===== config.mk =====
export PLATFORM = sky130hd
export DESIGN_NAME = jtkicker_gfx_arb
export DESIGN_NICKNAME = d
export VERILOG_FILES = /design/src/rtl/jtkicker_gfx_arb.sv
export SDC_FILE = /design/constraint.sdc
export NUM_CORES = 1
export LEC_CHECK = 0
export ABC_AREA = 1
export BUFFER_PORTS_ARGS = -buffer_cell sky130_fd_sc_hd__buf_2
export CAP_MARGIN = 20
export CORE_ASPECT_RATIO = 0.6
export CORE_MARGIN = 2
export CORE_UTILIZATION = 40
export CTS_CLUSTER_SIZE = 30
export DETAILED_ROUTE_END_ITERATION = 10
export GPL_TIMING_DRIVEN = 0
export MAX_ROUTING_LAYER = met4
export SLEW_MARGIN = 20
export SYNTH_ARGS = -nofsm -noshare
export SYNTH_HDL_FRONTEND = slang
export SYNTH_SLANG_ARGS = --single-unit
export TNS_END_PERCENT = 50

===== constraint.sdc =====
create_clock -name clk -period 1.7 [get_ports clk]
set_input_delay 0.085 -clock clk [delete_from_list [all_inputs] [get_ports clk]]
set_output_delay 0.085 -clock clk [all_outputs]
set_load 0.005 [all_outputs]

===== src/rtl/jtkicker_gfx_arb.sv =====
// Arbitrates one SDRAM graphics read slot between the scroll and object fetchers, each with a
// one-entry address/data buffer. Optional statistics ports: define JTKICKER_ARB_STATS_EN.
module jtkicker_gfx_arb #(
  parameter int unsigned AW         = 16,
  parameter int unsigned SAW        = 13,
  parameter int unsigned OAW        = 14,
  parameter int unsigned SCR_OFFSET = 'h0,
  parameter int unsigned OBJ_OFFSET = 'h2000,
  parameter int unsigned MAXWAIT    = 15
) (
  input  logic           clk,
  input  logic           rst_n,
  input  logic           LHBL,
  input  logic           scr_cs,
  input  logic [SAW-1:0] scr_addr,
  output logic           scr_ok,
  output logic [31:0]    scr_data,
  input  logic           obj_cs,
  input  logic [OAW-1:0] obj_addr,
  output logic           obj_ok,
  output logic [31:0]    obj_data,
  output logic           rom_cs,
  output logic [AW-1:0]  rom_addr,
  input  logic [31:0]    rom_data,
  input  logic           rom_ok
`ifdef JTKICKER_ARB_STATS_EN
  ,
  output logic [15:0]    st_conflict,
  output logic [3:0]     st_maxwait
`endif
);

  localparam int unsigned GAW = (SAW > OAW) ? SAW : OAW;
  localparam int unsigned WW  = $clog2(MAXWAIT + 1);
  localparam logic [WW-1:0] WMAX = WW'(MAXWAIT);

  typedef enum logic [1:0] {StIdle, StIssue, StWait} state_e;

  state_e         state_q, state_d;
  logic           rom_cs_q, rom_cs_d;
  logic [AW-1:0]  rom_addr_q, rom_addr_d;
  logic [GAW-1:0] g_addr_q, g_addr_d;
  logic           g_obj_q, g_obj_d;
  logic [SAW-1:0] scr_last_q, scr_last_d;
  logic [OAW-1:0] obj_last_q, obj_last_d;
  logic           scr_valid_q, scr_valid_d;
  logic           obj_valid_q, obj_valid_d;
  logic [31:0]    scr_data_q, scr_data_d;
  logic [31:0]    obj_data_q, obj_data_d;
  logic [WW-1:0]  scr_wait_q, scr_wait_d;
  logic [WW-1:0]  obj_wait_q, obj_wait_d;

  logic scr_hit, obj_hit, scr_pend, obj_pend, both_pend;
  logic grant, gnt_obj, win_obj;

  function automatic logic [WW-1:0] sat_inc(input logic [WW-1:0] v);
    return (v == WMAX) ? v : v + WW'(1);
  endfunction

  assign scr_hit   = scr_cs & scr_valid_q & (scr_addr == scr_last_q);
  assign obj_hit   = obj_cs & obj_valid_q & (obj_addr == obj_last_q);
  assign scr_pend  = scr_cs & ~scr_hit;
  assign obj_pend  = obj_cs & ~obj_hit;
  assign both_pend = scr_pend & obj_pend;

  assign scr_ok   = scr_hit;
  assign obj_ok   = obj_hit;
  assign scr_data = scr_data_q;
  assign obj_data = obj_data_q;
  assign rom_cs   = rom_cs_q;
  assign rom_addr = rom_addr_q;

  // Starved loser overrides LHBL priority; scroll breaks a tie of two starved requesters.
  always_comb begin
    if (LHBL) win_obj = (obj_wait_q == WMAX) & (scr_wait_q != WMAX);
    else      win_obj = (scr_wait_q != WMAX);
  end

  always_comb begin
    state_d     = state_q;
    rom_cs_d    = rom_cs_q;
    rom_addr_d  = rom_addr_q;
    g_addr_d    = g_addr_q;
    g_obj_d     = g_obj_q;
    scr_last_d  = scr_last_q;
    obj_last_d  = obj_last_q;
    scr_valid_d = scr_valid_q;
    obj_valid_d = obj_valid_q;
    scr_data_d  = scr_data_q;
    obj_data_d  = obj_data_q;
    scr_wait_d  = scr_wait_q;
    obj_wait_d  = obj_wait_q;
    grant       = 1'b0;
    gnt_obj     = 1'b0;
    case (state_q)
      StIdle: begin
        if (scr_pend | obj_pend) begin
          grant    = 1'b1;
          gnt_obj  = both_pend ? win_obj : obj_pend;
          g_obj_d  = gnt_obj;
          rom_cs_d = 1'b1;
          state_d  = StIssue;
          if (gnt_obj) begin
            g_addr_d   = GAW'(obj_addr);
            rom_addr_d = AW'(obj_addr) + AW'(OBJ_OFFSET);
            obj_wait_d = '0;
            if (scr_pend) scr_wait_d = sat_inc(scr_wait_q);
          end else begin
            g_addr_d   = GAW'(scr_addr);
            rom_addr_d = AW'(scr_addr) + AW'(SCR_OFFSET);
            scr_wait_d = '0;
            if (obj_pend) obj_wait_d = sat_inc(obj_wait_q);
          end
        end
      end
      // rom_ok here may still belong to the previous address
      StIssue: state_d = StWait;
      StWait: begin
        if (rom_ok) begin
          rom_cs_d = 1'b0;
          state_d  = StIdle;
          if (g_obj_q) begin
            obj_data_d  = rom_data;
            obj_last_d  = g_addr_q[OAW-1:0];
            obj_valid_d = 1'b1;
          end else begin
            scr_data_d  = rom_data;
            scr_last_d  = g_addr_q[SAW-1:0];
            scr_valid_d = 1'b1;
          end
        end
      end
      default: state_d = StIdle;
    endcase
  end

  always_ff @(posedge clk or negedge rst_n) begin
    if (!rst_n) begin
      state_q     <= StIdle;
      rom_cs_q    <= 1'b0;
      rom_addr_q  <= '0;
      g_addr_q    <= '0;
      g_obj_q     <= 1'b0;
      scr_last_q  <= '0;
      obj_last_q  <= '0;
      scr_valid_q <= 1'b0;
      obj_valid_q <= 1'b0;
      scr_data_q  <= '0;
      obj_data_q  <= '0;
      scr_wait_q  <= '0;
      obj_wait_q  <= '0;
    end else begin
      state_q     <= state_d;
      rom_cs_q    <= rom_cs_d;
      rom_addr_q  <= rom_addr_d;
      g_addr_q    <= g_addr_d;
      g_obj_q     <= g_obj_d;
      scr_last_q  <= scr_last_d;
      obj_last_q  <= obj_last_d;
      scr_valid_q <= scr_valid_d;
      obj_valid_q <= obj_valid_d;
      scr_data_q  <= scr_data_d;
      obj_data_q  <= obj_data_d;
      scr_wait_q  <= scr_wait_d;
      obj_wait_q  <= obj_wait_d;
    end
  end

`ifdef JTKICKER_ARB_STATS_EN
  logic [15:0]   st_conflict_q, st_conflict_d;
  logic [3:0]    st_maxwait_q, st_maxwait_d;
  logic [WW-1:0] wait_hi;

  always_comb begin
    st_conflict_d = st_conflict_q;
    st_maxwait_d  = st_maxwait_q;
    wait_hi       = (scr_wait_d > obj_wait_d) ? scr_wait_d : obj_wait_d;
    if (grant && both_pend && st_conflict_q != 16'hFFFF) st_conflict_d = st_conflict_q + 16'd1;
    if (4'(wait_hi) > st_maxwait_q) st_maxwait_d = 4'(wait_hi);
  end

  always_ff @(posedge clk or negedge rst_n) begin
    if (!rst_n) begin
      st_conflict_q <= '0;
      st_maxwait_q  <= '0;
    end else begin
      st_conflict_q <= st_conflict_d;
      st_maxwait_q  <= st_maxwait_d;
    end
  end

  assign st_conflict = st_conflict_q;
  assign st_maxwait  = st_maxwait_q;
`endif

endmodule

# Yosys cells after proc, flatten, opt, wreduce, memory -nomap -nowiden
# Index checks and enable logic that the tools add are counted.
word_totals:
  ff_bits: 135
  output_inout_bits: 83
  wordCells: 66
classes:
  add_sub_neg: 3
  n_eq_ne: 12
  n_mux: 16
  n_bitwise: 12
  n_reduce_logical: 10
ops:
  columns: ["operator", "n"]
  rows:
  - ["$mux 4", 6]
  - ["$add 14x14->15 const B", 1]
  - ["$mux 15", 1]
  - ["$eq 14x14->1", 1]
  - ["$mux 14", 1]
  - ["$eq 13x13->1", 1]
  - ["$reduce_and 3->1", 3]
  - ["$add 4x1->4 const B", 2]
  - ["$and 1x1->1", 8]
  - ["$eq 4x4->1 const B", 2]
  - ["$ne 2x2->1 const B", 4]
  - ["$reduce_and 4->1", 2]
  - ["$pmux 2 s3", 1]
  - ["$mux 1", 4]
  - ["$mux 2", 2]
  - ["$ne 4x4->1 const B", 1]
  - ["$reduce_and 2->1", 2]
  - ["$reduce_bool 2->1", 2]
  - ["$not 1->1", 3]
  - ["$eq 2x1->1 const B", 1]
  - ["$eq 2x2->1 const B", 1]
  - ["$logic_not 2->1", 1]
  - ["$ne 2x1->1 const B", 1]
  - ["$pmux 1 s2", 1]
  - ["$or 1x1->1", 1]

# Logic depth before layout (Yosys ltp)
depth:
  word_depth: 8
  ltp_mapped: 14

# Worst setup path after synthesis
# No wires, ideal clock.
synth_path:
  path_type: "register -> register"
  startpoint: "reg obj_wait_q[0]"
  endpoint: "reg g_addr_q[10]"
  setup_time_ns: 0.117
  arrival_time_ns: 1.410
  required_ns: 1.583
  path_slack_ns: 0.173
  path_stages_with_launch: 11
  n_path_buf: 1
  path_cell_list: "dfrtp_1 -> ha_1 -> nand2_1 -> o21ai_0 -> nand2_1 -> nand3_1 -> nand2_2 -> buf_2 -> nand2_1 -> nand3_1 -> nand2_1"
synth_via:
  elab_chain_len: 5
synth_lines:
  columns: ["element", "line_no", "rtl"]
  rows:
  - ["start, declared", "51", "logic [WW-1:0] obj_wait_q, obj_wait_d;"]
  - ["start signal, assigned", "165", "obj_wait_q <= obj_wait_d;"]
  - ["$eq 4x4->1", "75", "if (LHBL) win_obj = (obj_wait_q == WMAX) & (scr_wait_q != WMAX);"]
  - ["$and 1x1->1", "75", null]
  - ["$mux 1", "75", null]
  - ["$mux 1", "99", "gnt_obj = both_pend ? win_obj : obj_pend;"]
  - ["$mux 14", "103", "if (gnt_obj) begin"]
  - ["end signal, assigned", "156", "g_addr_q <= g_addr_d;"]
  - ["end, declared", "42", "logic [GAW-1:0] g_addr_q, g_addr_d;"]
# No other way between the ends.
# A chain may end at the register's enable or synchronous reset.

# Final worst setup path
layout_path:
  startpoint: "reg scr_last_q[10]"
  endpoint: "reg g_addr_q[9]"
layout_via:
  elab_chain_len: 7
layout_lines:
  columns: ["element", "line_no", "rtl"]
  rows:
  - ["start, declared", "44", "logic [SAW-1:0] scr_last_q, scr_last_d;"]
  - ["start signal, assigned", "158", "scr_last_q <= scr_last_d;"]
  - ["$eq 13x13->1 *", "60", "assign scr_hit = scr_cs & scr_valid_q & (scr_addr == scr_last_q);"]
  - ["$and 1x1->1 *", "60", null]
  - ["$not 1->1 *", "62", "assign scr_pend = scr_cs & ~scr_hit;"]
  - ["$and 1x1->1 *", "62", null]
  - ["$and 1x1->1", "64", "assign both_pend = scr_pend & obj_pend;"]
  - ["$mux 1", "99", null]
  - ["$mux 14", "103", null]
# Mark *: on every way between the ends. The rest lies on a longest branch, timed or not.

==> flow_summary.yaml <==
status:
  violations: "setup timing"
  status: "finished, violations left"
synth:
  synth_top_cell_by_area: "dfrtp_1"
  synth-seq-cells: 120
  synth_top_area_share_pct: 55.6
  postSynthCellCount: 684
  synth.avg_cell_area_sq_um: 7.90
  yosysSeqAreaShare_pct: 55.6
  synth_warnings: 0
  syn_area_sq_um: 5410
  synth.area.top_cells: "dfrtp_1 56%, nand2_1 17%, o21ai_0 9.4%, inv_1 7.5%, nand3_1 3.1%"
  syn_nets: 751
  synthDistinctLibCells: 22
routing:
  vias: 5285
  routed_via_density: 4.91
  post_drt_wl_per_cell_um: 15.8
  antenna_left: 0
  post-route-drc-count: 0
  dr.first_iter.drc_count: 350
  wl_um: 17000
  first_pass_iters: 5
cts:
  insertion_delay_ns: 0.42
  clk_pin_slew_ns: 0.06
  clockBufferDepth: 2
  root_buffer: "clkbuf_16"
  cts.htree.levels: 4
  cts_tree: "yes"
  numClockSinks: 120
  cts_buffers: 17
sta:
  period_needed_ns: 1.77
  setup_viol: 24
  max_freq_mhz: 566
  worst_slack_ns: -0.0680
  hold_viol_final: 0
  drv_slew: 0
  rsz0062_at_grt: "true"
  whs_ns: 0.0107
  skew_ns: 0.0133
  finalCritPeriodShare_pct: 104
  fin_tns_setup_ns: -0.941
placement:
  io_buffers: 146
  place_congestion: 0.932
  dpl_cell_area_sq_um: 6380
  place_hpwl_um: 11500
global_routing:
  gr-max-usage-layer: "met2"
  grt_util_met1_pct: 34.6
  use_met2_pct: 34.6
  grt_pass1_vias: 5128
  antenna_found_initial: 0
  grt_overflow: 0
  gr-usage-met3_pct: 5.86
  grtUsageTotal_pct: 24.1
  grt_pass1_wl_um: 26000
  grt_max_degree: 71
setup_path:
  cp.required_ns: 2.04
  critPathArrivalTime_ns: 2.11
  path_cells: "nand2_1, nand2_2, nor2_1, nand2_1, nor2_1, nand2_2, nand3_4, nand2_8, clkbuf_16, nand2_4, nand3_2, nand2_1"
  crit_path_top_delay_cell: "dfrtp_1"
  critPathTopFamily: "simple AND/OR/NAND/NOR gates"
  cpPeakStageDelay_ns: 0.40
  critPathBufInv: 1
  crit_fanout: 6
  regToRegSetupSlack_ns: -0.07
  start_kind: "register"
  critical_path_class: "register to register"
  worstSetupEndpointType: "register"
  crit_top_cell: "nand2_1"
floorplan:
  num_rows: 32
  ios: 148
  fp.coreArea_sq_um: 13000
  start_util_pct: 41.5
  die_h_um: 94.0
  die_w_um: 154
  die_area_sq_um: 14500
final_layout:
  fin_nets: 960
  n_fill_cell: 1165
  drive_gt1_share_pct: 31.7
  syn2layout_area_growth_pct: 45.1
  mostFrequentLayoutCells: "192 x nand2_1, 149 x buf_2, 120 x dfrtp_1, 105 x inv_1, 94 x o21ai_0"
  design_area_sq_um: 7840
  antenna_cells: 0
  final_common_cell: "nand2_1"
power_and_ir_drop:
  power_density_nw_per_um2: 1660
  leakage_uw: 0.00430
  peakVddDrop_v: 0.000799
hold_path:
  hp-class: "input pin to register"
job:
  maxCapViolCount: 0
[logic make-up (layout without fill, tap and decap cells)]
group | Yosys count | count (layout) | synth area share, %
and+or+nand+nor | 312 | 312 | 23.0
buffers and inverters | 136 | 358 | 10.0
DFF | 120 | 120 | 55.6
AOI/OAI and AO/OA | 107 | 107 | 9.91
xor gates and xnor gates | 6 | 6 | 0.972
adders and majority gates | 2 | 2 | 0.463
other | 1 | 1 | 0.0694
[timing repair]
item / in CTS / in global routing
cloned: 0 / 4
endpoints found under the setup margin: 113 / 105
hold endpoints to repair: 116 / 0
pin swaps: 4 / 38
hold buffers: 34 / 0
buffers inserted: 3 / 2
gates resized for setup: 34 / 107
[per-stage QoR]
stage               power (uW)  cells  utilization [%]  setup slack (ns)
floorplan                 6900    684                -             0.173
global placement          8620   1000             48.8            -0.936
detailed placement        8800   1001             49.0            -0.278
CTS                      12500   1070             57.0           -0.0228
global route             14000   1076             60.3            -0.248
finish                   13100   1076             60.3           -0.0680
[sequential cells by signal (all words and copies together), names as in the netlist]
signal	flops
obj_data	32
scr_data	32
g_addr_q	14
obj_last_q	14
scr_last_q	13
obj_wait_q	4
scr_wait_q	4
state_q	2
g_obj_q	1
obj_valid_q	1
rom_addr	1
rom_cs	1
scr_valid_q	1
[final timing paths]
check                                to  cells past startpoint           start
setup / recovery            g_addr_q[9]                     12  scr_last_q[10]
hold / removal             g_addr_q[10]                      5    scr_addr[10]
setup reg to reg            g_addr_q[9]                     12  scr_last_q[10]
hold reg to reg            scr_data[31]                      2    scr_data[31]
max in group asynchronous  scr_data[17]                      3           rst_n
min in group asynchronous   scr_data[7]                      2           rst_n
[cells in the mapped netlist]
master and n:
a21oi_1 3, nor4_1 1, buf_4 1, nand2_2 2, clkbuf_1 19, nand2_1 240, nor3_1 2, inv_2 1
o21ai_1 3, nand3b_1 2, conb_1 1, o21ai_0 101, buf_6 3, xnor2_1 2, buf_2 4, ha_1 2
nand4_1 5, nand3_1 34, xor2_1 4, inv_1 108, dfrtp_1 120, nor2_1 26
[where the power goes]
| group | switching, uW | internal (uW) | total (uW) |
|---|---|---|---|
| Combinational | 2580 | 1990 | 4570 |
| Clock | 1430 | 2080 | 3510 |
| Sequential | 874 | 4100 | 4970 |
[area by class of cell]
cell class	count	area, sq um	share of cell area [%]
flip-flops and latches	120	3000	38.3
multi-input cells	428	2190	27.9
repair buffers	190	1250	15.9
clock buffers	18	439	5.60
inverters	109	414	5.28
well taps	170	213	2.71
plain buffers	27	201	2.57
clock inverters	14	138	1.75
[per-layer routing]
| metal | part of all wire (%) | vias to the layer above |
|---|---|---|
| li1 | - | 2531 |
| met1 | 49 | 2521 |
| met2 | 43 | 211 |
| met3 | 7.1 | 22 |
| met4 | 0.93 | 0 |
| met5 | 0 | - |
[worst reg2reg max path, stage by stage (launching register included)]
cell       delay, ns
dfrtp_1         0.40
nand2_1         0.09
nand2_2         0.10
nor2_1          0.11
nand2_1         0.07
nor2_1          0.12
nand2_2         0.14
nand3_4         0.18
nand2_8         0.11
clkbuf_16       0.20
nand2_4         0.06
nand3_2         0.06
nand2_1         0.07
Note: power is estimated with default switching activity, not from simulation.
